`config.mk`:
```
export PLATFORM = sky130hd
export DESIGN_NAME = uart_rx_fifo_flat
export DESIGN_NICKNAME = d
export VERILOG_FILES = /design/src/rtl/uart_rx_fifo_if.sv /design/src/rtl/uart_rx_fifo.sv /design/src/flat_wrapper.sv
export SDC_FILE = /design/constraint.sdc
export NUM_CORES = 1
export LEC_CHECK = 0
export ABC_AREA = 1
export CORE_MARGIN = 2
export CORE_UTILIZATION = 40
export DETAILED_ROUTE_END_ITERATION = 10
export DONT_BUFFER_PORTS = 1
export GPL_TIMING_DRIVEN = 0
export PLACE_DENSITY = 0.56
export SETUP_SLACK_MARGIN = 0.1
export SYNTH_ARGS = -nofsm -noshare
export SYNTH_HDL_FRONTEND = slang
export SYNTH_SLANG_ARGS = --single-unit
```
`constraint.sdc`:
```
create_clock -name i_clk -period 1.9 [get_ports i_clk]
set_input_delay 0.38 -clock i_clk [delete_from_list [all_inputs] [get_ports i_clk]]
set_output_delay 0.38 -clock i_clk [all_outputs]
set_load 0.01 [all_outputs]
```
`src/rtl/uart_rx_fifo_if.sv`:
```
// uart_rx_fifo_if: byte-ingest handshake and consumer stream of uart_rx_fifo.
//  slave  : the FIFO side (uart_rx_fifo)
//  master : the uart_rx / consumer side (driver)
// Optional: UART_RX_FIFO_OVERRUN_CNT_EN adds o_overrun_cnt (8-bit drop counter).
interface uart_rx_fifo_if #(
   parameter int unsigned DATA_W     = 8,
   parameter int unsigned DEPTH_LOG2 = 4
);
   logic [DATA_W-1:0]   i_rx_data;
   logic                i_rx_valid;
   logic                o_rx_ready;
   logic [DATA_W-1:0]   o_rd_data;
   logic                o_rd_valid;
   logic                i_rd_ready;
   logic [DEPTH_LOG2:0] o_count;
   logic                o_full;
   logic                o_overrun;
   logic                i_clr_overrun;
`ifdef UART_RX_FIFO_OVERRUN_CNT_EN
   logic [7:0]          o_overrun_cnt;
`endif

   modport slave (
      input  i_rx_data, i_rx_valid, i_rd_ready, i_clr_overrun,
      output o_rx_ready, o_rd_data, o_rd_valid, o_count, o_full, o_overrun
`ifdef UART_RX_FIFO_OVERRUN_CNT_EN
      , output o_overrun_cnt
`endif
   );

   modport master (
      output i_rx_data, i_rx_valid, i_rd_ready, i_clr_overrun,
      input  o_rx_ready, o_rd_data, o_rd_valid, o_count, o_full, o_overrun
`ifdef UART_RX_FIFO_OVERRUN_CNT_EN
      , input o_overrun_cnt
`endif
   );
endinterface

```
`src/rtl/uart_rx_fifo.sv`:
```
// uart_rx_fifo: circular byte FIFO downstream of uart_rx.
//  Ports: i_clk, i_rst_n (async active-low), bus (uart_rx_fifo_if.slave):
//   i_rx_data/i_rx_valid/o_rx_ready : level-valid, one-cycle ack ingest
//   o_rd_data/o_rd_valid/i_rd_ready : show-ahead consumer stream
//   o_count/o_full                  : occupancy
//   o_overrun/i_clr_overrun         : sticky drop flag and its clear
// Optional: UART_RX_FIFO_OVERRUN_CNT_EN adds o_overrun_cnt, a saturating
//  count of dropped bytes cleared with o_overrun.
module uart_rx_fifo #(
   parameter int unsigned DATA_W     = 8,
   parameter int unsigned DEPTH_LOG2 = 4
) (
   input logic           i_clk,
   input logic           i_rst_n,
   uart_rx_fifo_if.slave bus
);
   localparam int unsigned DEPTH = 2 ** DEPTH_LOG2;
   localparam int unsigned CNT_W = DEPTH_LOG2 + 1;

   typedef enum logic [0:0] {IDLE, WAIT_DROP} state_t;

   state_t              state_q, state_d;
   logic                ack_q, ack_d;
   logic [DATA_W-1:0]   cap_q, cap_d;

   logic [DATA_W-1:0]   mem_q [DEPTH];
   logic [DEPTH_LOG2-1:0] wr_ptr_q, rd_ptr_q;
   logic [CNT_W-1:0]    count_q, count_d;
   logic                rd_valid_q, full_q, overrun_q;
   logic                pop_c, push_c, accept_c, drop_c;

   // Ingest FSM state, ack pulse and captured byte
   always_ff @(posedge i_clk or negedge i_rst_n) begin
      if (!i_rst_n) begin
         state_q <= IDLE;
         ack_q   <= 1'b0;
         cap_q   <= '0;
      end else begin
         state_q <= state_d;
         ack_q   <= ack_d;
         cap_q   <= cap_d;
      end
   end

   // WAIT_DROP ignores valid until uart_rx lowers it, so one byte acks once
   always_comb begin
      state_d = state_q;
      ack_d   = 1'b0;
      cap_d   = cap_q;
      case (state_q)
         IDLE: begin
            if (bus.i_rx_valid) begin
               ack_d   = 1'b1;
               cap_d   = bus.i_rx_data;
               state_d = WAIT_DROP;
            end
         end
         WAIT_DROP: begin
            if (!bus.i_rx_valid) state_d = IDLE;
         end
         default: state_d = IDLE;
      endcase
   end

   // The captured byte is pushed on the ack cycle; a same-cycle pop frees a slot
   assign pop_c    = rd_valid_q & bus.i_rd_ready;
   assign push_c   = ack_q;
   assign accept_c = push_c & (~full_q | pop_c);
   assign drop_c   = push_c & ~accept_c;

   always_comb begin
      count_d = count_q;
      case ({accept_c, pop_c})
         2'b10:   count_d = count_q + CNT_W'(1);
         2'b01:   count_d = count_q - CNT_W'(1);
         default: count_d = count_q;
      endcase
   end

   // Pointers, occupancy and sticky overrun (clear beats a new drop)
   always_ff @(posedge i_clk or negedge i_rst_n) begin
      if (!i_rst_n) begin
         wr_ptr_q   <= '0;
         rd_ptr_q   <= '0;
         count_q    <= '0;
         rd_valid_q <= 1'b0;
         full_q     <= 1'b0;
         overrun_q  <= 1'b0;
      end else begin
         if (accept_c) wr_ptr_q <= wr_ptr_q + DEPTH_LOG2'(1);
         if (pop_c)    rd_ptr_q <= rd_ptr_q + DEPTH_LOG2'(1);
         count_q    <= count_d;
         rd_valid_q <= (count_d != '0);
         full_q     <= (count_d == CNT_W'(DEPTH));
         if (bus.i_clr_overrun) overrun_q <= 1'b0;
         else if (drop_c)       overrun_q <= 1'b1;
      end
   end

   // Storage is not reset
   always_ff @(posedge i_clk) begin
      if (accept_c) mem_q[wr_ptr_q] <= cap_q;
   end

`ifdef UART_RX_FIFO_OVERRUN_CNT_EN
   logic [7:0] ovr_cnt_q;

   // Saturating dropped-byte counter
   always_ff @(posedge i_clk or negedge i_rst_n) begin
      if (!i_rst_n)                          ovr_cnt_q <= '0;
      else if (bus.i_clr_overrun)            ovr_cnt_q <= '0;
      else if (drop_c && ovr_cnt_q != 8'hFF) ovr_cnt_q <= ovr_cnt_q + 8'd1;
   end

   assign bus.o_overrun_cnt = ovr_cnt_q;
`endif

   assign bus.o_rx_ready = ack_q;
   assign bus.o_rd_data  = mem_q[rd_ptr_q];
   assign bus.o_rd_valid = rd_valid_q;
   assign bus.o_count    = count_q;
   assign bus.o_full     = full_q;
   assign bus.o_overrun  = overrun_q;
endmodule
```
`src/flat_wrapper.sv`:
```
// flat-port wrapper written by rule: the top's interface ports become plain ports
module uart_rx_fifo_flat 
#(
   parameter int unsigned DATA_W     = 8,
   parameter int unsigned DEPTH_LOG2 = 4
)
  (i_clk, i_rst_n, bus_i_rx_data, bus_i_rx_valid, bus_i_rd_ready, bus_i_clr_overrun, bus_o_rx_ready, bus_o_rd_data, bus_o_rd_valid, bus_o_count, bus_o_full, bus_o_overrun);
  uart_rx_fifo_if #(.DATA_W(DATA_W), .DEPTH_LOG2(DEPTH_LOG2)) bus_i ();
  input logic i_clk;
  input logic i_rst_n;
  input wire logic [$bits(bus_i.i_rx_data)-1:0] bus_i_rx_data;
  input wire logic [$bits(bus_i.i_rx_valid)-1:0] bus_i_rx_valid;
  input wire logic [$bits(bus_i.i_rd_ready)-1:0] bus_i_rd_ready;
  input wire logic [$bits(bus_i.i_clr_overrun)-1:0] bus_i_clr_overrun;
  output wire logic [$bits(bus_i.o_rx_ready)-1:0] bus_o_rx_ready;
  output wire logic [$bits(bus_i.o_rd_data)-1:0] bus_o_rd_data;
  output wire logic [$bits(bus_i.o_rd_valid)-1:0] bus_o_rd_valid;
  output wire logic [$bits(bus_i.o_count)-1:0] bus_o_count;
  output wire logic [$bits(bus_i.o_full)-1:0] bus_o_full;
  output wire logic [$bits(bus_i.o_overrun)-1:0] bus_o_overrun;
  assign bus_i.i_rx_data = bus_i_rx_data;
  assign bus_i.i_rx_valid = bus_i_rx_valid;
  assign bus_i.i_rd_ready = bus_i_rd_ready;
  assign bus_i.i_clr_overrun = bus_i_clr_overrun;
  assign bus_o_rx_ready = bus_i.o_rx_ready;
  assign bus_o_rd_data = bus_i.o_rd_data;
  assign bus_o_rd_valid = bus_i.o_rd_valid;
  assign bus_o_count = bus_i.o_count;
  assign bus_o_full = bus_i.o_full;
  assign bus_o_overrun = bus_i.o_overrun;
  uart_rx_fifo #(.DATA_W(DATA_W), .DEPTH_LOG2(DEPTH_LOG2)) u_core (.i_clk(i_clk), .i_rst_n(i_rst_n), .bus(bus_i));
endmodule
```
* Word-level counts from Yosys, hierarchy flattened
Memories as Yosys holds them, arrays and structs flattened. Cells that the tools add are included.
Word-level totals: flip-flop bits (word level) 26, bits in latches 0, memory bits (writable) 128, bits in read-only memories 0, input bits 13, output and inout bits 17, memories 1
Cells by class: $add $sub $neg 4, $mul 0, divide/modulo/power cells 0, $lt $le $gt $ge 0, eq/ne operators 3, shifts and indexed selects 0, mux-type cells 7, bitwise operators 7, reductions and logical operators 3
Memory list:
- u_core.mem_q | depth 16, width 8, read ports 1, clocked after memory_dff 0, write ports 1, RTL line uart_rx_fifo.sv:26 | logic [DATA_W-1:0] mem_q [DEPTH];
Operators by type and width (count):
- 5-bit case mux with 2 select lines | 1
- 4-bit by 1-bit adder with 4-bit output (second input constant) | 2
- 1-bit two-way mux | 6
- 5-bit by 1-bit adder with 5-bit output (second input constant) | 1
- 5-bit == test (second input constant) | 1
- 5-bit nonzero test | 1
- 5-bit by 1-bit subtractor with 5-bit output (second input constant) | 1
- 1-bit bitwise AND | 3
- 1-bit inverter | 3
- 2-bit by 1-bit == test with 1-bit output (second input constant) | 1
- 2-bit == test (second input constant) | 1
- 2-bit AND reduction | 1
- 2-bit nonzero test | 1
- 1-bit bitwise OR | 1

* Logic depth before layout (Yosys ltp)
depth after elaboration 7, mapped depth 18

* Worst setup path before layout
Ideal clock, no wire load.
path type register to register, start register u_core.rd_valid_q, in the netlist u_core.bus.o_rd_valid, end register u_core.rd_valid_q, in the netlist u_core.bus.o_rd_valid, library setup time 0.119 ns, arrival 2.013 ns, required time 1.781 ns, path slack -0.231 ns, stages on the path, launching flop included 15, buffers on the path 0, period minus slack after synthesis 2.131 ns, path through dfrtp_1 -> nand2_1 -> nand2_1 -> nand2_1 -> ha_1 -> nor2_1 -> nor2_1 -> ha_1 -> nand2_1 -> nand2_1 -> or2_0 -> nor2_1 -> inv_1 -> nor2_1 -> nand2_1
Between the ends: cells in the longest elaborated chain, start to end 6, elaborated cells on any way between the ends 7, classes of those cells eq/ne (2); mux (1); bitwise (3); reduce/logical (1)
RTL lines:
- from (decl) | RTL line uart_rx_fifo.sv:29 | logic rd_valid_q, full_q, overrun_q;
- from (signal assigned) | RTL line uart_rx_fifo.sv:93 | rd_valid_q <= (count_d != '0);
- 1-bit bitwise AND * | RTL line uart_rx_fifo.sv:66 | assign pop_c = rd_valid_q & bus.i_rd_ready;
- 1-bit bitwise OR | RTL line uart_rx_fifo.sv:68 | assign accept_c = push_c & (~full_q | pop_c);
- 1-bit bitwise AND | RTL line uart_rx_fifo.sv:68
- 2-bit by 1-bit == test with 1-bit output / 2-bit == test (equally long branches) | RTL line uart_rx_fifo.sv:73 | case ({accept_c, pop_c})
- 5-bit case mux with 2 select lines * | RTL line uart_rx_fifo.sv:73
- net u_core.count_d[1] | RTL line uart_rx_fifo.sv:28 | logic [CNT_W-1:0] count_q, count_d;
- 5-bit nonzero test * | RTL line uart_rx_fifo.sv:93
The timed path passes the listed nets; every way through them passes the cells marked *. A chain may end at the register's enable or synchronous reset.

* Worst setup path in the final report
start register u_core.rd_ptr_q[0], end output bus_o_rd_data[5]
Between the ends: cells in the longest elaborated chain, start to end 1
RTL lines:
- from (decl) | RTL line uart_rx_fifo.sv:27 | logic [DEPTH_LOG2-1:0] wr_ptr_q, rd_ptr_q;
- from (signal assigned) | RTL line uart_rx_fifo.sv:91 | if (pop_c) rd_ptr_q <= rd_ptr_q + DEPTH_LOG2'(1);
- memory read 16 x 8 bit
- to (decl) | RTL line flat_wrapper.sv:16 | output wire logic [$bits(bus_i.o_rd_data)-1:0] bus_o_rd_data;
No other way between the ends.

==> metrics.md <==
| Metric | Value |
|---|---|
| Run status | complete, but fails checks |
| Failing checks | negative setup slack |
| DRT Pass-1 Iters | 6 |
| Final core occ | 0.513 |
| Layout cells sized above 1 | 0.308 |
| Int Pwr | 7.94 mW |
| Crit end category | output port |
| Sequential fraction of the synthesis area | 0.698 |
| Simple-gate portion of the synthesized area | 0.138 |
| RSZ-0062 raised after global routing | true |
| Final #Nets | 611 |
| CP startpoint | u_core.rd_ptr_q[0]$_DFFE_PN0P_ |
| Initial Util | 0.407 |
| Worst min-delay path startpoint | bus_i_rx_data[0] |
| Clock power frac | 0.256 |
| Hold EP | u_core.cap_q[0]$_DFFE_PN0P_ |
| P_leak | 2.89 nW |
| Die height | 131 µm |
| Tot Pwr | 13.0 mW |
| Crit Path Max Fanout | 10 |
| Clk buf depth | 2 |
| Largest family of logic cells by synthesized area | simple AND/OR/NAND/NOR gates |
| M2 GR Usage | 0.351 |
| Area share of fa/ha/maj cells after synthesis | 0.0155 |
| First-pass GRT wire length | 24.7 mm |
| Crit path time final | 2440 ps |
| Hold depth | 2 |
| Post-synthesis cell type count | 25 |
| Synth warn | 0 |
| IO buf count | 0 |
| Startpoint type of the worst setup path | flop |
| GRT Total Usage | 0.208 |
| Sum Neg Setup Slack | -4280 ps |
| Area occupied by multi-input gates | 2050 µm² |
| Net Sw Frac | 0.390 |
| P_sw | 5.07 mW |
| H-tree depth | 4 |
| Post-Syn Area | 6440 µm² |
| Gr ovfl total | 0 |
| Most frequent cells in the layout | edfxtp_1 (128), nor2_1 (75), nand2_1 (50), o21ai_0 (37), o211ai_1 (30) |
| HP Class | input pin to flop |
| Avg Cell Area, Syn | 11.9 µm² |
| Worst IR Drop VDD | 0.864 mV |
| Routed vias | 4353 |
| Floorplan core area | 15800 µm² |
| Fmax | 0.410 GHz |
| Final Skew | 12.4 ps |
| Vias/cell | 5.32 |
| P per Cell Area | 1600 nW/µm² |
| Gr busiest metal | met2 |
| Setup slack, reg-to-reg | -170 ps |
| Post-DRT Antenna Nets | 0 |
| Global Route met1 Usage | 0.262 |
| Row count | 46 |
| Fin. Hold Viols | 0 |
| Share of power burned in registers | 0.344 |
| CP Data Arrival Time | 2060 ps |
| Final worst-path setup slack | -540 ps |
| Worst reg2reg path depth | 15 |
| Ports | 30 |
| Detailed placement HPWL | 11.0 mm |
| Worst Max-Slew Pin Slew | 925 ps |
| Register area | 4500 µm² |
| Worst R2R End | u_core.bus.o_rd_valid$_DFF_PN0_ |
| Worst rel slew slack | 0.383 |
| Synth Area in XOR/XNOR | 0.00952 |
| Cell mode on critical path | buf_6 |
| Hold_ws | 62.5 ps |
| Comb power frac | 0.399 |
| Synth-to-layout area growth | 26.2% |
| Compound-gate portion of the synthesized area | 0.0999 |
| Vias in the first global route | 4142 |
| Post-synth net total | 561 |
| Max Cap Viol | 0 |
| Skew-Pair Late Insertion Delay | 430 ps |
| Largest net degree at the start of global routing | 27 |
| Mux cell area share after synthesis | 0 |
| Placement Setup Slack | -369 ps |
| Clock transition at path regs | 60 ps |
| FF-to-FF Start | u_core.bus.o_rd_valid$_DFF_PN0_ |
| Critical path type | flop to output port |
| Initial antenna violation count | 0 |
| Antenna cells | 0 |
| Clock Sinks | 154 |
| Flops & latches, synth | 154 |
| Die Wd | 131 µm |
| Fill cells | 1364 |
| Finish-stage setup viols | 10 |
| Post-route DRC | 0 |
| Met3 GRT Util | 0.0485 |
| Num CTS Buffers | 17 |
| Worst path cell trace | buf_6 > inv_8 > buf_12 > buf_6 > nor2_1 > o211ai_1 > nand3_1 > nand2_2 |
| Iter 0 DRT Violations | 468 |
| Final period util | 1.28 |
| CTS tree | yes |
| Crit path required time | 1520 ps |
| Pins Over Slew Limit | 0 |
| Avg WL per Cell | 21.0 µm |
| Routed wire length | 17.2 mm |
| Root Buffer | clkbuf_16 |
| RePlAce Congestion | 0.838 |
| Most common cell after layout, fill and taps aside | edfxtp_1 |
| Post-synthesis instance total | 540 |
| CP max stage cell | dfrtp_2 |
| Critical Path Max Stage Delay | 430 ps |
| Die area | 17100 µm² |
## per-stage QoR
stage | instance area [µm²] | cells
2_1_floorplan | 6450 | 540
3_3_place_gp | 6730 | 756
3_5_place_dp | 6730 | 756
4_1_cts | 7830 | 805
5_1_grt | 8130 | 819
6_report | 8130 | 819
## final cells by class
class	count	area share
clock inverter	14	0.0180
clock buffer	18	0.0540
multi-input combinational	338	0.253
buffer	25	0.0262
inverter	23	0.0120
sequential	154	0.554
timing repair buffer	31	0.0502
tap	216	0.0333
## layer usage
layer | share of wire | wire [µm] | vias up
li1 | - | - | 2007
met1 | 0.42 | 7140 | 2172
met2 | 0.51 | 8730 | 148
met3 | 0.055 | 947 | 26
met4 | 0.020 | 351 | 0
met5 | 0 | 0 | -
## Yosys cell counts, drive strengths merged
| library cell | instances | area (µm²) |
|---|---|---|
| nand2 | 75 | 282 |
| o21ai | 73 | 388 |
| inv | 23 | 88.8 |
| buf | 18 | 138 |
| xor2 | 6 | 52.6 |
| nand3 | 19 | 95.1 |
| o211ai | 32 | 250 |
| or2 | 1 | 6.26 |
| xnor2 | 1 | 8.76 |
| a21oi | 1 | 5.00 |
| clkbuf | 7 | 26.3 |
| dfrtp | 26 | 651 |
| nand4 | 3 | 18.8 |
| nor2 | 119 | 484 |
| ha | 8 | 100 |
| edfxtp | 128 | 3840 |
## logic make-up after synthesis
group / count (synthesis)
compound gates: 106
xor+xnor: 7
fa+ha+maj: 8
buf+inv: 48
flops: 154
simple gates: 217
## critical path: cells and delay by family, from the launching register on
kind / cells / cell delay [ps]
AOI/OAI and AO/OA: 1 / 340
buffers and inverters: 4 / 520
DFF: 1 / 430
and+or+nand+nor: 3 / 340
## power by group through the flow
| stage | registers [mW] | clock network [mW] | logic, mW |
|---|---|---|---|
| floorplan | 4.36 | 0 | 2.67 |
| global placement | 4.50 | 0 | 3.78 |
| detailed placement | 4.52 | 0 | 3.85 |
| CTS | 4.47 | 3.38 | 4.74 |
| global route | 4.52 | 3.51 | 5.61 |
| finish | 4.48 | 3.33 | 5.19 |
## how the worst max path moves through the flow
stage | end | slack (ps) | cells past startpoint
global route | bus_o_rd_data[1] | -590 | 10
global placement | u_core.mem_q[11][5]$_DFFE_PP_ | -340 | 6
floorplan | u_core.bus.o_rd_valid$_DFF_PN0_ | -50 | 15
finish | bus_o_rd_data[5] | -540 | 8
CTS | bus_o_rd_data[7] | -530 | 10
detailed placement | u_core.mem_q[11][5]$_DFFE_PP_ | -370 | 6
## sequential cells by signal (all words and copies together) (netlist names)
name	flops
u_core.bus.o_count	5
u_core.bus.o_full	1
u_core.bus.o_overrun	1
u_core.bus.o_rd_valid	1
u_core.bus.o_rx_ready	1
u_core.cap_q	8
u_core.mem_q	128
u_core.rd_ptr_q	4
u_core.state_q	1
u_core.wr_ptr_q	4
## what timing repair did
item                                    in CTS  in global routing
pin swaps                                   32                 37
hold endpoints to repair                    28                  0
gates cloned                                 3                  0
resized for setup                          103                 52
hold buffers                                 4                  0
endpoints found under the setup margin     140                117
buffers inserted                            10                 14
Note: power is estimated with default switching activity, not from simulation.
==> RTL change, RTL diff (same settings) <==
`DEPTH_LOG2` is set to 4 in 3 places; all go to 6.
--- a/src/rtl/uart_rx_fifo_if.sv
+++ b/src/rtl/uart_rx_fifo_if.sv
@@ -4,7 +4,7 @@
 // Optional: UART_RX_FIFO_OVERRUN_CNT_EN adds o_overrun_cnt (8-bit drop counter).
 interface uart_rx_fifo_if #(
    parameter int unsigned DATA_W     = 8,
-   parameter int unsigned DEPTH_LOG2 = 4
+   parameter int unsigned DEPTH_LOG2 = 6
 );
    logic [DATA_W-1:0]   i_rx_data;
    logic                i_rx_valid;
--- a/src/rtl/uart_rx_fifo.sv
+++ b/src/rtl/uart_rx_fifo.sv
@@ -8,7 +8,7 @@
 //  count of dropped bytes cleared with o_overrun.
 module uart_rx_fifo #(
    parameter int unsigned DATA_W     = 8,
-   parameter int unsigned DEPTH_LOG2 = 4
+   parameter int unsigned DEPTH_LOG2 = 6
 ) (
    input logic           i_clk,
    input logic           i_rst_n,
--- a/src/flat_wrapper.sv
+++ b/src/flat_wrapper.sv
@@ -2,7 +2,7 @@
 module uart_rx_fifo_flat 
 #(
    parameter int unsigned DATA_W     = 8,
-   parameter int unsigned DEPTH_LOG2 = 4
+   parameter int unsigned DEPTH_LOG2 = 6
 )
   (i_clk, i_rst_n, bus_i_rx_data, bus_i_rx_valid, bus_i_rd_ready, bus_i_clr_overrun, bus_o_rx_ready, bus_o_rd_data, bus_o_rd_valid, bus_o_count, bus_o_full, bus_o_overrun);
   uart_rx_fifo_if #(.DATA_W(DATA_W), .DEPTH_LOG2(DEPTH_LOG2)) bus_i ();
Interface: changed (resized bus_o_count); port bits go from 30 to 32. No check against the original RTL was run, so the function may have changed too.
==> RTL change against the unedited design <==
The flow still finishes with violations (negative setup slack). Sequential cell count rose by 390. Worst setup slack lost 0.56 ns. Routed wire length rose to 4.6 times the old value. Cell area rose to 3.6 times the old value. Synthesized area increased to 3.5 times the old value. Sequential share of layout area is 0.092 points lower. Worst hold slack gained 0.13 ns. Power increased to 3.4 times the old value. Non-clock buffer count grew 226. Register-to-register slack worse by 0.34 ns. Largest power group unchanged. Largest cell class unchanged.
==> RTL change: results (changes against the unedited design) <==
- Ratio of cells with drive above 1 in the final layout: 24.8% (-6.1 points)
- Final Skew: 0.0242 ns (+0.0118 ns)
- Largest register FFs: 512 (+300%)
- Crit path to: bus_o_rd_data[0]
- First-pass GRT wire length: 112000 um (+350%)
- Slew Limit Headroom: 38.0% (-0.31 points)
- Vias per cell: 5.57 (+4.7%)
- Outcome: complete, but fails checks
- Routability Congestion: 0.993 (+19%)
- Top reg by flops: u_core.mem_q
- Gr usage total: 26.4% (+5.6 points)
- Final Setup Violations: 323 (+313)
- R2r worst-path depth: 17 (+2)
- Top_reg_cell synth: edfxtp_1
- Failing checks: negative setup slack
- Post-layout nets: 2219 (+260%)
- CTS H-tree lvls: 2 (-2)
- Psw: 18.3 mW (+260%)
- Peak VDD IR: 815 uV (-5.7%)
- Combinational Power Share: 42.4% (+2.5 points)
- Hold Crit Class: input pin to async pin
- # diodes: 0 (unchanged)
- EDFF count, synth: 512 (+300%)
- Pleak: 10.8 nW (+270%)
- Drt pass-1 iters: 8 (+2)
- Post-synth top cells: nand2_1, edfxtp_1, nand3_1
- Synth cell types: 28 (+12%)
- Drt drc: 0 (unchanged)
- Synth area leaders: edfxtp_1, nand2_1, nand3_1, dfrtp_1, nor2_1
- Fillcell total: 4746 (+250%)
- Clk buf depth: 3 (+1)
- Flop2flop setup slack: -0.51 ns (-0.34 ns)
- DP HPWL: 50600 um (+360%)
- Clock Root Buffer: clkbuf_16
- Asr flop ratio synth: 5.88% (-11 points)
- Clk_lat worst skew: 0.64 ns (+0.21 ns)
- Crit path max fanout: 10 (unchanged)
- Antenna violations before repair: 2 (+2)
- Detailed router's first-iteration violation count: 2051 (+340%)
- Seq/Total Area, Yosys: 71.7% (+1.9 points)
- Net Count, Synth: 1990 (+250%)
- Aggregate negative setup slack: -28.11 ns (-23.82 ns)
- Setup WS post-layout: -1.10 ns (-0.555 ns)
- DR WL/cell: 26.2 um (+25%)
- Num CTS Buffers: 56 (+39)
- Largest net degree at the start of global routing: 66 (+140%)
- Vias in the first global route: 16.3k (+290%)
-- RTL change: changes by cell type in the layout (fill, tap and decap cells not counted), sizes merged, moves of 9 or more --
cell,before,now
edfxtp,128,512
nand3,19,397
a21oi,1,42
buf,44,242
nor2,119,83
o211ai,32,16
dlygate4sd3,3,12
clkbuf,27,101
o21ai,73,29
nand2,75,661
inv,25,59
clkinv,4,25
-- RTL change: cells by family after synthesis --
kind of cell,Yosys count,synth area share (%)
adders and majority gates,5,0.277
AOI/OAI and AO/OA,88,2.14
and+or+nand+nor,1153,21.7
buffers and inverters,169,3.72
DFF,544,71.7
xor gates and xnor gates,13,0.505
-- RTL change: layout make-up --
cell class,instances,share of cell area (%)
inverter,58,0.837
tap,756,3.23
clock inverter,33,1.00
sequential,544,55.3
buffer,111,3.62
multi-input combinational,1259,22.6
timing repair buffer,171,8.24
clock buffer,73,5.21
-- RTL change: routing by layer --
metal  track usage, %  wire length, um
met5                0               23
met4             11.4             3930
met3             5.26             7480
met1             35.3            30900
met2             42.0            36300
-- RTL change: worst min-delay path by stage --
stage / cells past startpoint / start / slack (ns) / endpoint
floorplan: 0 / i_rst_n / 0.08 / u_core.bus.o_count[0]
global placement: 0 / i_rst_n / 0.09 / u_core.bus.o_count[0]
detailed placement: 0 / i_rst_n / 0.09 / u_core.bus.o_count[3]
CTS: 4 / bus_i_rd_ready / 0.14 / u_core.rd_ptr_q[0]
global route: 4 / bus_i_rd_ready / 0.18 / u_core.rd_ptr_q[0]
finish: 2 / i_rst_n / 0.19 / u_core.bus.o_count[6]
-- RTL change: worst max-delay path, stage by stage, from the launching register on --
cell and delay, ns:
dfrtp_1 0.40, buf_12 0.18, buf_12 0.17, buf_6 0.18, a21oi_1 0.09, o21ai_0 0.13
nand3_1 0.26, nand2_1 0.12, nand2_1 0.05, nand3_1 0.11, o211ai_1 0.11, nand2_2 0.17
-- RTL change: per-stage QoR --
step           util, %  setup slack [ns]  area, sq um  std cells
4_1_cts           51.1            -0.984        28600       2986
3_3_place_gp      42.5             -1.27        23800       2728
2_1_floorplan        -            -0.219        22900       1972
6_report          52.3             -1.10        29300       3005
5_1_grt           52.3             -1.14        29300       3005
3_5_place_dp      42.8             -1.30        24000       2736
-- RTL change: repair_timing --
item / 4_1_cts / 5_1_grt
endpoints found under the hold margin: 43 / 0
hold buffers: 13 / 0
pin swaps: 96 / 82
endpoints found under the setup margin: 531 / 501
cloned: 1 / 0
buffers inserted: 130 / 19
gates resized for setup: 327 / 112
-- RTL change: power by group through the flow --
stage	clock network, mW	logic [mW]	registers (mW)
2_1_floorplan	0	8.90	14.5
3_3_place_gp	0	14.6	14.9
3_5_place_dp	0	15.1	14.6
4_1_cts	11.1	17.7	14.4
5_1_grt	11.6	19.8	14.5
6_report	11.0	18.8	14.5
